## config.mk

```make
export PLATFORM = sky130hd
export DESIGN_NAME = cu_edge_data_write_arbiter
export DESIGN_NICKNAME = d
export VERILOG_FILES = /design/src/rtl/cu_edge_data_write_arbiter.sv
export SDC_FILE = /design/constraint.sdc
export NUM_CORES = 1
export LEC_CHECK = 0
export ABC_AREA = 1
export CAP_MARGIN = 5
export CELL_PAD_IN_SITES_DETAIL_PLACEMENT = 0
export CELL_PAD_IN_SITES_GLOBAL_PLACEMENT = 1
export CORE_AREA = 2 2 162 164
export DETAILED_ROUTE_END_ITERATION = 8
export DIE_AREA = 0 0 164 166
export DONT_BUFFER_PORTS = 1
export PLACE_DENSITY_LB_ADDON = 0.1
export SYNTH_ARGS = -nofsm -noshare
export SYNTH_HDL_FRONTEND = slang
export SYNTH_SLANG_ARGS = --single-unit
```

## constraint.sdc

```tcl
create_clock -name clock -period 6.03 [get_ports clock]
set_input_delay 0.3015 -clock clock [delete_from_list [all_inputs] [get_ports clock]]
set_output_delay 0.3015 -clock clock [all_outputs]
set_load 0.02 [all_outputs]
```

## src/rtl/cu_edge_data_write_arbiter.sv

```systemverilog
// Round-robin arbiter that funnels per-requester edge-data writes into one
// write-control stream, bounded by a write-credit limit and a drain handshake.
module cu_edge_data_write_arbiter #(
    parameter int NUM_REQ         = 4,
    parameter int MAX_OUTSTANDING = 16,
    parameter int CNT_W           = $clog2(MAX_OUTSTANDING) + 1
) (
    input  logic                  clock,
    input  logic                  rst,
    input  logic                  enabled_in,
    input  logic                  drain_in,
    input  logic [NUM_REQ-1:0]    req_valid,
    input  logic [NUM_REQ*32-1:0] req_index,
    input  logic [NUM_REQ*32-1:0] req_data,
    input  logic [NUM_REQ*8-1:0]  req_cu_id,
    output logic [NUM_REQ-1:0]    req_ready,
    input  logic                  write_buffer_full,
    input  logic                  write_response_valid,
    output logic                  out_valid,
    output logic [31:0]           out_index,
    output logic [31:0]           out_data,
    output logic [7:0]            out_cu_id,
    output logic [CNT_W-1:0]      outstanding_count,
    output logic [31:0]           issued_count,
    output logic                  idle_out
);

    localparam int PTR_W = (NUM_REQ > 1) ? $clog2(NUM_REQ) : 1;
    localparam int unsigned NREQ_U = NUM_REQ;

    typedef enum logic [1:0] {
        DISABLED,
        RUN,
        DRAIN,
        DONE
    } state_t;

    state_t             state;
    state_t             state_next;
    logic               enabled;
    logic [PTR_W-1:0]   rr_ptr;
    logic [PTR_W-1:0]   rr_next;
    logic [NUM_REQ-1:0] grant;
    logic [PTR_W-1:0]   grant_idx;
    logic               found;
    logic               can_issue;
    logic               accept;
    logic               resp_eff;
    logic [31:0]        sel_index;
    logic [31:0]        sel_data;
    logic [7:0]         sel_cu_id;

    // Round-robin: first valid requester at or after rr_ptr, wrapping to 0.
    always_comb begin
        grant     = '0;
        grant_idx = '0;
        found     = 1'b0;
        for (int unsigned k = 0; k < NREQ_U; k++) begin
            for (int unsigned i = 0; i < NREQ_U; i++) begin
                if (!found && req_valid[i] && (i == (32'(rr_ptr) + k) % NREQ_U)) begin
                    grant[i]  = 1'b1;
                    grant_idx = PTR_W'(i);
                    found     = 1'b1;
                end
            end
        end
    end

    always_comb begin
        sel_index = '0;
        sel_data  = '0;
        sel_cu_id = '0;
        for (int unsigned i = 0; i < NREQ_U; i++) begin
            if (grant[i]) begin
                sel_index = req_index[i*32 +: 32];
                sel_data  = req_data[i*32 +: 32];
                sel_cu_id = req_cu_id[i*8 +: 8];
            end
        end
    end

    assign can_issue = (state == RUN) && !write_buffer_full
                       && (outstanding_count < CNT_W'(MAX_OUTSTANDING));
    assign req_ready = can_issue ? grant : '0;
    assign accept    = can_issue && found;
    assign resp_eff  = write_response_valid && (outstanding_count != '0);
    assign rr_next   = (grant_idx == PTR_W'(NUM_REQ - 1)) ? '0 : grant_idx + PTR_W'(1);
    assign idle_out  = (state == DONE);

    // A dropped enable overrides every other transition.
    always_comb begin
        state_next = state;
        if (!enabled) begin
            state_next = DISABLED;
        end else begin
            case (state)
                DISABLED: state_next = RUN;
                RUN:      if (drain_in) state_next = DRAIN;
                DRAIN:    if (outstanding_count == '0) state_next = DONE;
                DONE:     if (!drain_in) state_next = RUN;
                default:  state_next = DISABLED;
            endcase
        end
    end

    always_ff @(posedge clock or posedge rst) begin
        if (rst) begin
            enabled           <= 1'b0;
            state             <= DISABLED;
            rr_ptr            <= '0;
            outstanding_count <= '0;
            issued_count      <= '0;
            out_valid         <= 1'b0;
            out_index         <= '0;
            out_data          <= '0;
            out_cu_id         <= '0;
        end else begin
            enabled <= enabled_in;
            state   <= state_next;
            if (accept) begin
                rr_ptr       <= rr_next;
                issued_count <= issued_count + 32'd1;
            end
            case ({accept, resp_eff})
                2'b10:   outstanding_count <= outstanding_count + CNT_W'(1);
                2'b01:   outstanding_count <= outstanding_count - CNT_W'(1);
                default: outstanding_count <= outstanding_count;
            endcase
            out_valid <= accept;
            out_index <= accept ? sel_index : '0;
            out_data  <= accept ? sel_data  : '0;
            out_cu_id <= accept ? sel_cu_id : '0;
        end
    end

endmodule

```

==> flow_summary.yaml, run 1 <==
logic_synthesis:
  ys.warnings.count: 0
  dominant_combinational_cell_family_by_area_after_synthesis: "simple AND/OR/NAND/NOR gates"
  postSynthAreaPerCell_sq_um: 6.54
  synth_cell_types: 34
  synthAdderAreaFrac_pct: 1.24
  post_synth_main_area_contributors: "dfrtp_1 (36%), nand2_1 (25%), inv_1 (9.2%)"
  post_synth_inst_count: 1236
  post_synth_and_or_nand_nor_area_fraction_pct: 36.9
  multiplexer_share_of_the_synthesized_area_pct: 0
  ys_seq_elements: 115
  synth_compound_gate_area_share_pct: 10.1
  synth.yosys.seq_area_share_pct: 35.6
  synth_top_cell_area_share_pct: 35.6
  mappedNetlistNets: 1542
  synth_xor_area_share_pct: 1.84
  post-synth-top-area-cell: "dfrtp_1"
  synth.cell_area_sq_mm: 0.00808
timing:
  max_slew_margin_pct: 38.5
  fin_crit_ns: 3.96
  timing.fmax_ghz: 0.253
  worst_max_slew_pin_slew_ns: 0.919
  hold_viol_final: 0
  period_share_pct: 65.6
  clock-skew-final_ns: 0.0131
  report.final.setup_viol: 0
  number_of_pins_with_negative_max_slew_slack_in_the_final_report: 0
  setup_slack_ns: 2.07
  fin_setup_tns_ns: 0
  setup_repair_after_global_routing_missed_its_margin: "false"
grt:
  grt_start_max_net_pins: 74
  grt_pass1_vias: 7370
  grt_overflow: 0
  gr-usage-all-layers_pct: 21.0
  grt_antenna_before_repair: 3
  grt_first_pass_wirelength_microns: 43300
clock_tree:
  post_cts.repair.setup_buffers: 0
  clock_slew_at_the_register_clock_pins_of_the_worst_setup_and_hold_paths_ns: 0.06
  clkSinkCount: 115
  numCtsBuffers: 17
  cts.repair.resized: 0
  largest_buffer_count_on_any_clock_path: 2
  cts_hold_buffers: 2
  clk-insertion-delay-late_ns: 0.42
  h-tree-depth: 4
  clk_root_buffer_cell: "clkbuf_16"
  tritoncts_clock_tree: "yes"
worst_setup_path:
  r2r_start: "rr_ptr[1]$_DFFE_PP0P_"
  setup.worst_path.end_class: "output port"
  worst-r2r-cell-count: 13
  critical_path.startpoint_type: "flop"
  critical_path_class: "reg -> out"
  critical_path_arrival_ns: 3.66
  setup.reg_to_reg.worst_slack_ns: 2.33
  required_ns: 5.73
  crit_path_max_fanout: 73
  reg2reg_to: "out_data[31]$_DFF_PP0_"
routing:
  viasPerCell: 4.73
  wire_per_inst_microns: 18.4
  drt_first_pass_iters: 4
  route.detailed.drc: 0
  wirelength_microns: 28600
  dr_total_vias: 7364
  detail-route-antenna-nets: 0
  drt_iter0_markers: 383
placed_design:
  hpwl_microns: 21500
  port-buffer-count: 0
  gp_routability_congestion: 0.838
  post-place-cells: 1521
  placement.setup.worst_slack_ns: 2.28
pwr:
  power_leakage_uw: 0.00443
  power-per-cell-area_mw_per_mm2: 530
  power.ir.vdd_worst_v: 0.000249
min_path:
  timing.hold.worst_endpoint: "out_data[31]$_DFF_PP0_"
  worst_hold_startpoint: "req_data[127]"
  timing.hold.worst.class: "in -> reg"
  min_delay_path_depth: 4
floorplan:
  effective_utilization_at_floorplan_pct: 31.6
  die_width_microns: 164
  die_y_microns: 166
  placementRows: 59
  die-area_sq_mm: 0.0272
  core_area_sq_mm: 0.0256
  ios: 413
final_layout:
  layout-drive-gt1-share_pct: 9.11
  layout-area-overhead-vs-synth_pct: 8.81
  nets: 1513
  stdcell_count: 1557
  layout.filler_cells: 2825
run_status:
  run_status: "finished, final reports clean"
run:
  maxCapViolCount: 0
-- worst max-delay path: stages, from the launching register on --
cell,delay [ns]
dfrtp_1,0.43
inv_1,0.08
nand3_1,0.10
nand3_1,0.10
nor2_2,0.14
nand4_2,0.14
nor2_4,0.16
nand4_4,0.12
nor2_4,0.13
nand2_1,0.07
nor2_2,0.11
nand3_2,0.10
nand2_4,0.64
inv_4,0.34
nor2_1,0.55
-- how the worst max path moves through the flow --
stage                           from                endpoint  cells after the start
5_1_grt        rr_ptr[1]$_DFFE_PP0P_            req_ready[3]                     14
2_1_floorplan                    rst       enabled$_DFF_PP0_                      1
3_3_place_gp   rr_ptr[1]$_DFFE_PP0P_  out_data[29]$_DFF_PP0_                     13
6_report       rr_ptr[1]$_DFFE_PP0P_            req_ready[3]                     14
3_5_place_dp   rr_ptr[1]$_DFFE_PP0P_  out_data[31]$_DFF_PP0_                     13
4_1_cts        rr_ptr[1]$_DFFE_PP0P_            req_ready[3]                     14
-- flip-flops by register name, indices dropped and copies added, names as in the netlist --
signal and count:
enabled 1, issued_count 32, out_cu_id 8, out_data 32, out_index 32, out_valid 1
outstanding_count 5, rr_ptr 2, state 2
-- metrics by stage --
step	power (uW)	util [%]	cell area (sq um)	hold slack, ns
after floorplan	3130	-	8080	0.333
after global placement	3710	31.9	8180	0.333
after detailed placement	3700	31.9	8180	0.333
after CTS	4760	34.3	8790	0.0523
after global routing	5110	34.3	8800	0.0689
final	4660	34.3	8800	0.0775
-- routing by layer --
layer	global-route usage [%]	vias to the layer above	share of wire, %
li1	-	3697	-
met5	0	-	0
met2	36.7	240	51
met1	24.3	3389	40
met4	7.21	0	2.6
met3	6.12	38	6.5
-- synth_stat cells, drive strengths merged --
library cell / instances
nand2: 547
inv: 201
dfrtp: 115
nand3: 88
a21oi: 80
buf: 56
nor2: 43
o21ai: 32
nand3b: 15
nand4: 15
nor3: 10
xor2: 10
ha: 8
xnor2: 7
clkbuf: 2
nor4: 2
o211ai: 2
o2111ai: 1
o21bai: 1
o31ai: 1
-- placed cells by master (no fill, tap or decap), types with 4 or more instances in the layout --
master / Yosys / routed
o21ai_1: 4 / 4
o21ai_0: 20 / 20
buf_4: 7 / 8
dfrtp_1: 115 / 115
a21oi_1: 30 / 30
xor2_1: 10 / 10
clkinv_2: 0 / 4
nand3b_1: 15 / 15
nand2_1: 544 / 542
clkbuf_16: 0 / 17
inv_1: 198 / 197
nor3_1: 10 / 10
nand3_1: 87 / 87
nor2_1: 39 / 39
nand4_1: 13 / 13
ha_1: 8 / 8
o21ai_2: 8 / 8
a21oi_2: 50 / 50
xnor2_1: 7 / 7
-- where the power goes --
part | leakage (uW) | internal [uW] | switching (uW)
combinational | 0.00258 | 655 | 1680
clock | 0.000285 | 666 | 371
sequential | 0.00157 | 934 | 355
total | 0.00443 | 2260 | 2400
-- cell type report --
class	count	area (sq um)	share of cell area, %
inverters	201	759	8.63
repair buffers	10	80.1	0.910
well taps	335	419	4.77
diodes	3	7.51	0.0853
clock buffers	21	460	5.23
flip-flops and latches	115	2880	32.7
multi-input cells	862	4060	46.1
clock inverters	10	133	1.51
-- cells by family after synthesis --
group                      count (synthesis)
and+or+nand+nor                          720
buffers and inverters                    259
AOI/OAI and AO/OA                        117
DFF                                      115
xor gates and xnor gates                  17
adders and majority gates                  8
Power figures use the tool's default switching activity.
==> run 2, diff against run 1 <==
==> constraint.sdc (replaced) <==
create_clock -name clock -period 4.1 [get_ports clock]
set_input_delay 0.205 -clock clock [delete_from_list [all_inputs] [get_ports clock]]
set_output_delay 0.205 -clock clock [all_outputs]
set_load 0.02 [all_outputs]
==> run 2 against run 1 <==
  * Combinational power rose by 55%
  * Non-clock buffer count increased by 83
  * Via count grew 5.6%
  * Count of clock-buffer cells in the layout increased by 2
  * Sequential power rose by 47%
  * Cell count increased by 5.3%
  * Clock power rose by 47%
  * Power grew 51%
  * Flip-flop and latch count stayed put
  * Critical endpoint is now out_index[27]$_DFF_PP0_
  * Largest power group unchanged
  * Highest routed layer unchanged
==> flow_summary.yaml, run 2 (synthesis results as in run 1) <==
run_status:
  run_status: "finished, final reports clean"
worst_setup_path:
  critical_path.startpoint_type: "flop"
  cp_num_buf_inv: 3
  timing.critical_path.max_delay_family: "simple AND/OR/NAND/NOR gates"
  crit_path_max_fanout: 44
  worst_path_max_delay_cell: "nand2_2"
  critical_path_class: "reg -> reg"
  required_ns: 4.44
  slowest_delay_ns: 0.70
  cp_cell_sequence: "inv_1 -> nand3_1 -> nand3_1 -> nor2_2 -> nand4_2 -> nor2_4 -> nand4_4 -> nor2_4 -> nand2_1 -> nand2_2 -> buf_4 -> nand2_1 -> nand3_1 -> nand2_1 -> a21oi_1 -> dlygate4sd3_1"
  setup.worst_path.end_class: "flop"
  critical_path_arrival_ns: 3.87
clock_tree:
  largest_buffer_count_on_any_clock_path: 2
  clk-insertion-delay-late_ns: 0.42
  cts.repair.resized: 0
  clock_slew_at_the_register_clock_pins_of_the_worst_setup_and_hold_paths_ns: 0.06
  post_cts.repair.setup_buffers: 0
  clkSinkCount: 115
  tritoncts_clock_tree: "yes"
  clk_root_buffer_cell: "clkbuf_16"
  h-tree-depth: 4
  numCtsBuffers: 17
run:
  maxCapViolCount: 0
placed_design:
  gp_routability_congestion: 0.838
  port-buffer-count: 0
  post-place-cells: 1525
  hpwl_microns: 21400
pwr:
  power.ir.vdd_worst_v: 0.000373
  power-per-cell-area_mw_per_mm2: 728
  power_leakage_uw: 0.00483
timing:
  clock-skew-final_ns: 0.0128
  max_slew_margin_pct: 36.5
  worst_max_slew_pin_slew_ns: 0.949
  fin_setup_tns_ns: 0
  report.final.setup_viol: 0
  setup_repair_after_global_routing_missed_its_margin: "false"
  timing.fmax_ghz: 0.284
  fin_crit_ns: 3.53
  period_share_pct: 86.0
  hold_viol_final: 0
  number_of_pins_with_negative_max_slew_slack_in_the_final_report: 0
final_layout:
  layout.cells.most_common: "nand2_1"
  stdcell_count: 1639
  highest_count_cells_in_the_layout_ignoring_fill_and_taps: "nand2_1 (542), inv_1 (197), dfrtp_1 (115), nand3_1 (87), dlygate4sd3_1 (81)"
  layout-drive-gt1-share_pct: 8.75
  reg_top3: "issued_count (32), out_data (32), out_index (32)"
  nets: 1596
  layout-area-overhead-vs-synth_pct: 19.6
routing:
  dr_total_vias: 7780
  route.detailed.drc: 0
  wire_per_inst_microns: 17.6
  wirelength_microns: 28800
  viasPerCell: 4.75
  drt_iter0_markers: 386
  detail-route-antenna-nets: 0
  drt_first_pass_iters: 4
grt:
  grt_pass1_vias: 8022
  grt_first_pass_wirelength_microns: 44800
  grt_overflow: 0
  grt_antenna_before_repair: 1
  grt_start_max_net_pins: 83
  gr-usage-all-layers_pct: 21.4
floorplan:
  die-area_sq_mm: 0.0272
  core_area_sq_mm: 0.0256
  placementRows: 59
  die_width_microns: 164
  ios: 413
  effective_utilization_at_floorplan_pct: 31.6
  die_y_microns: 166
min_path:
  timing.hold.worst.class: "in -> reg"
## run 2: tightest hold or removal path, delay by kind of cell
family | cells | cell delay [ns]
buffers and inverters | 1 | 0.03
AND/OR/NAND/NOR | 2 | 0.11
AO/OA/AOI/OAI | 1 | 0.05
## run 2: power by group
group          switching, uW  internal (uW)  leakage [uW]  total, uW
Clock                    541            986      0.000287       1530
Sequential               524           1370       0.00157       1900
Combinational           2510           1110       0.00298       3620
## run 2: worst paths after layout
check	from	to	slack, ns	cells after the start
setup / recovery	rr_ptr[1]$_DFFE_PP0P_	out_index[27]$_DFF_PP0_	0.57	16
hold / removal	req_data[65]	out_data[1]$_DFF_PP0_	0.01	4
setup reg to reg	rr_ptr[1]$_DFFE_PP0P_	out_index[27]$_DFF_PP0_	0.57	16
hold reg to reg	enabled$_DFF_PP0_	state[0]$_DFFE_PP0P_	0.52	2
max in group asynchronous	rst	out_index[6]$_DFF_PP0_	2.74	3
min in group asynchronous	rst	issued_count[23]$_DFFE_PP0P_	0.38	2
## run 2: layout make-up
cell class / instances / area, sq um
Inverter: 201 / 759
Sequential cell: 115 / 2880
Clock buffer: 23 / 468
Multi-Input combinational cell: 862 / 4060
Tap cell: 335 / 419
Antenna cell: 1 / 2.50
Clock inverter: 9 / 129
Timing Repair Buffer: 93 / 951
Fill cell: 2869 / 16000
## run 2: metal layers
metal,part of all wire [%],vias to the layer above,track usage (%)
met4,3.0,0,8.05
met1,39,3592,24.7
met3,7.0,45,6.22
met5,0,-,0
met2,51,279,37.2
li1,-,3864,-
## run 2: what timing repair did
item | CTS | global route
hold buffers | 81 | 0
endpoints found under the hold margin | 121 | 0
setup endpoints to repair | 0 | 0
## run 2: through the flow
stage	instance area [sq um]	hold slack [ns]	setup WS (ns)	utilization (%)	total power (uW)
floorplan	8080	0.236	0.851	-	4610
global placement	8260	0.237	0.751	32.2	5530
detailed placement	8260	0.237	0.689	32.2	5520
CTS	9660	0.00136	0.579	37.7	7170
global route	9670	0.0134	0.282	37.7	7720
finish	9670	0.0131	0.573	37.7	7040
==> run 3, diff against run 2 <==
--- a/config.mk
+++ b/config.mk
@@ -13,7 +13,9 @@
 export DETAILED_ROUTE_END_ITERATION = 8
 export DIE_AREA = 0 0 164 166
 export DONT_BUFFER_PORTS = 1
-export PLACE_DENSITY_LB_ADDON = 0.1
+export PLACE_DENSITY = 0.66
+export SETUP_SLACK_MARGIN = 0.4
+export SKIP_CTS_REPAIR_TIMING = 1
 export SYNTH_ARGS = -nofsm -noshare
 export SYNTH_HDL_FRONTEND = slang
 export SYNTH_SLANG_ARGS = --single-unit
==> run 3 against run 2 <==
  * The flow now finishes with violations (negative hold slack)
  * Hold slack got worse by 0.028 ns
  * Die area did not move
  * Maximum frequency rose by 5.0%
  * Count of clock-buffer cells in the layout fell by 2
  * Highest routed layer is now met5
==> flow_summary.yaml, run 3 (synthesis results as in run 1) <==
final_layout:
  layout.filler_cells: 2744
  diodes: 0
  reg_top3: "issued_count (32), out_data (32), out_index (32)"
  final-seq-area_sq_mm: 0.00288
  highest_count_cells_in_the_layout_ignoring_fill_and_taps: "nand2_1 (542), inv_1 (197), dfrtp_1 (115), nand3_1 (87), a21oi_2 (51)"
  multiInputGateArea_sq_mm: 0.00407
  final_cell_area_sq_mm: 0.00922
  layout.cells.most_common: "nand2_1"
  nets: 1550
  layout-drive-gt1-share_pct: 9.72
  layout-area-overhead-vs-synth_pct: 14.1
timing:
  hold_viol_final: 22
  period_share_pct: 81.9
  clock-skew-final_ns: 0.00994
  report.final.setup_viol: 0
  fin_setup_tns_ns: 0
  setup_repair_after_global_routing_missed_its_margin: "false"
  max_slew_margin_pct: 40.6
  whs_ns: -0.0154
  worst_max_slew_pin_slew_ns: 0.888
  number_of_pins_with_negative_max_slew_slack_in_the_final_report: 0
  fin_crit_ns: 3.36
  timing.fmax_ghz: 0.298
run:
  maxCapViolCount: 0
clock_tree:
  clkSinkCount: 115
  clk_root_buffer_cell: "clkbuf_16"
  clock_slew_at_the_register_clock_pins_of_the_worst_setup_and_hold_paths_ns: 0.06
  numCtsBuffers: 17
  h-tree-depth: 4
  largest_buffer_count_on_any_clock_path: 2
  tritoncts_clock_tree: "yes"
  clk-insertion-delay-late_ns: 0.42
grt:
  grt_antenna_before_repair: 1
  grt_pass1_vias: 7545
  gr-usage-all-layers_pct: 19.9
  grt_overflow: 0
  grt_start_max_net_pins: 77
  grt_first_pass_wirelength_microns: 41700
floorplan:
  die_width_microns: 164
  core_area_sq_mm: 0.0256
  effective_utilization_at_floorplan_pct: 31.6
  die_y_microns: 166
  placementRows: 59
  die-area_sq_mm: 0.0272
  ios: 413
pwr:
  p_sw_share_pct: 49.6
  internal_power_uw: 3560
  power.ir.vdd_worst_v: 0.000448
  power_leakage_uw: 0.00462
  netSwitchingPower_uw: 3510
  comb_power_share_pct: 49.7
  power-per-cell-area_mw_per_mm2: 766
  clock_power_share_pct: 23.6
  share_seq_of_total_power_pct: 26.7
placed_design:
  port-buffer-count: 0
  gp_routability_congestion: 0.838
  post_dp_cell_area_sq_mm: 0.00826
  hpwl_microns: 20200
min_path:
  timing.hold.worst.class: "in -> reg"
worst_setup_path:
  critical_path_class: "reg -> reg"
  setup.reg_to_reg.worst_slack_ns: 0.74
  worst_path_max_delay_cell: "dfrtp_1"
  setup.worst_path.end_class: "flop"
  crit_top_cell: "nand2_1"
  crit_path_max_fanout: 6
  required_ns: 4.39
  slowest_delay_ns: 0.42
  cp_cell_sequence: "nor2_1 -> nand2_1 -> nand3_1 -> nor2_2 -> nand4_2 -> nor2_4 -> nand4_4 -> nor2_4 -> nand2_1 -> nor2_2 -> nand2_1 -> o21ai_1 -> ha_2 -> xor2_1 -> ha_1 -> a21oi_2 -> o21ai_0 -> a21oi_1 -> inv_1 -> a21oi_1 -> o21ai_0 -> xnor2_1"
  critical_path.startpoint_type: "flop"
  cp_num_buf_inv: 1
  critical_path_arrival_ns: 3.65
  timing.critical_path.max_delay_family: "simple AND/OR/NAND/NOR gates"
routing:
  dr_total_vias: 7556
  drt_iter0_markers: 405
  wirelength_microns: 27000
  viasPerCell: 4.75
  detail-route-antenna-nets: 0
  drt_first_pass_iters: 4
  route.detailed.drc: 0
  wire_per_inst_microns: 17.0
run_status:
  run_status: "complete, but fails checks"
  failed_checks: "negative hold slack"
-- run 3: path summary, 6_finish.rpt --
| kind | end | cells past startpoint | startpoint |
|---|---|---|---|
| worst max register to register | outstanding_count[4]$_DFFE_PP0P_ | 22 | rr_ptr[1]$_DFFE_PP0P_ |
| max in group asynchronous | out_data[23]$_DFF_PP0_ | 3 | rst |
| worst min-delay path | out_index[20]$_DFF_PP0_ | 4 | req_index[116] |
| worst max-delay path | outstanding_count[4]$_DFFE_PP0P_ | 22 | rr_ptr[1]$_DFFE_PP0P_ |
| worst min register to register | state[1]$_DFFE_PP0P_ | 2 | enabled$_DFF_PP0_ |
| min in group asynchronous | issued_count[20]$_DFFE_PP0P_ | 2 | rst |
-- run 3: area by class of cell --
| type | count | area share (%) |
|---|---|---|
| multi-input cells | 862 | 44.1 |
| inverters | 201 | 8.23 |
| well taps | 335 | 4.54 |
| clock inverters | 9 | 1.93 |
| flip-flops and latches | 115 | 31.2 |
| repair buffers | 47 | 4.91 |
| clock buffers | 21 | 5.10 |
-- run 3: worst register-to-register path: stages, from the launching register on --
cell	delay, ns
dfrtp_1	0.42
nor2_1	0.12
nand2_1	0.09
nand3_1	0.08
nor2_2	0.15
nand4_2	0.14
nor2_4	0.18
nand4_4	0.12
nor2_4	0.13
nand2_1	0.07
nor2_2	0.12
nand2_1	0.08
o21ai_1	0.16
ha_2	0.25
xor2_1	0.10
ha_1	0.21
a21oi_2	0.14
o21ai_0	0.10
a21oi_1	0.14
inv_1	0.06
a21oi_1	0.10
o21ai_0	0.12
xnor2_1	0.15
-- run 3: through the flow --
| step | setup slack (ns) | power (uW) | utilization [%] | instances | hold slack, ns |
|---|---|---|---|---|---|
| 2_1_floorplan | 0.851 | 4610 | - | 1236 | 0.236 |
| 6_report | 0.742 | 7070 | 36.0 | 1590 | -0.0154 |
| 3_5_place_dp | 0.683 | 5450 | 32.2 | 1529 | 0.0916 |
| 3_3_place_gp | 0.762 | 5420 | 32.2 | 1529 | 0.0923 |
| 5_1_grt | 0.415 | 7700 | 36.0 | 1590 | 0.00230 |
| 4_1_cts | 0.661 | 7140 | 34.8 | 1559 | -0.360 |
-- run 3: power groups by stage --
stage               Sequential, uW  Combinational, uW  Clock (uW)
global placement              1910               3500           0
CTS                           1890               3540        1700
floorplan                     1810               2800           0
global route                  1920               4020        1770
finish                        1890               3510        1670
detailed placement            1910               3540           0
-- run 3: metal layers --
layer  track usage, %  routed length, microns  vias up
met2             34.5                   13700      269
met5                0                      14        -
li1                 -                       -     3767
met1             23.0                   10700     3480
met3             6.09                    1980       38
met4             7.28                     636        2
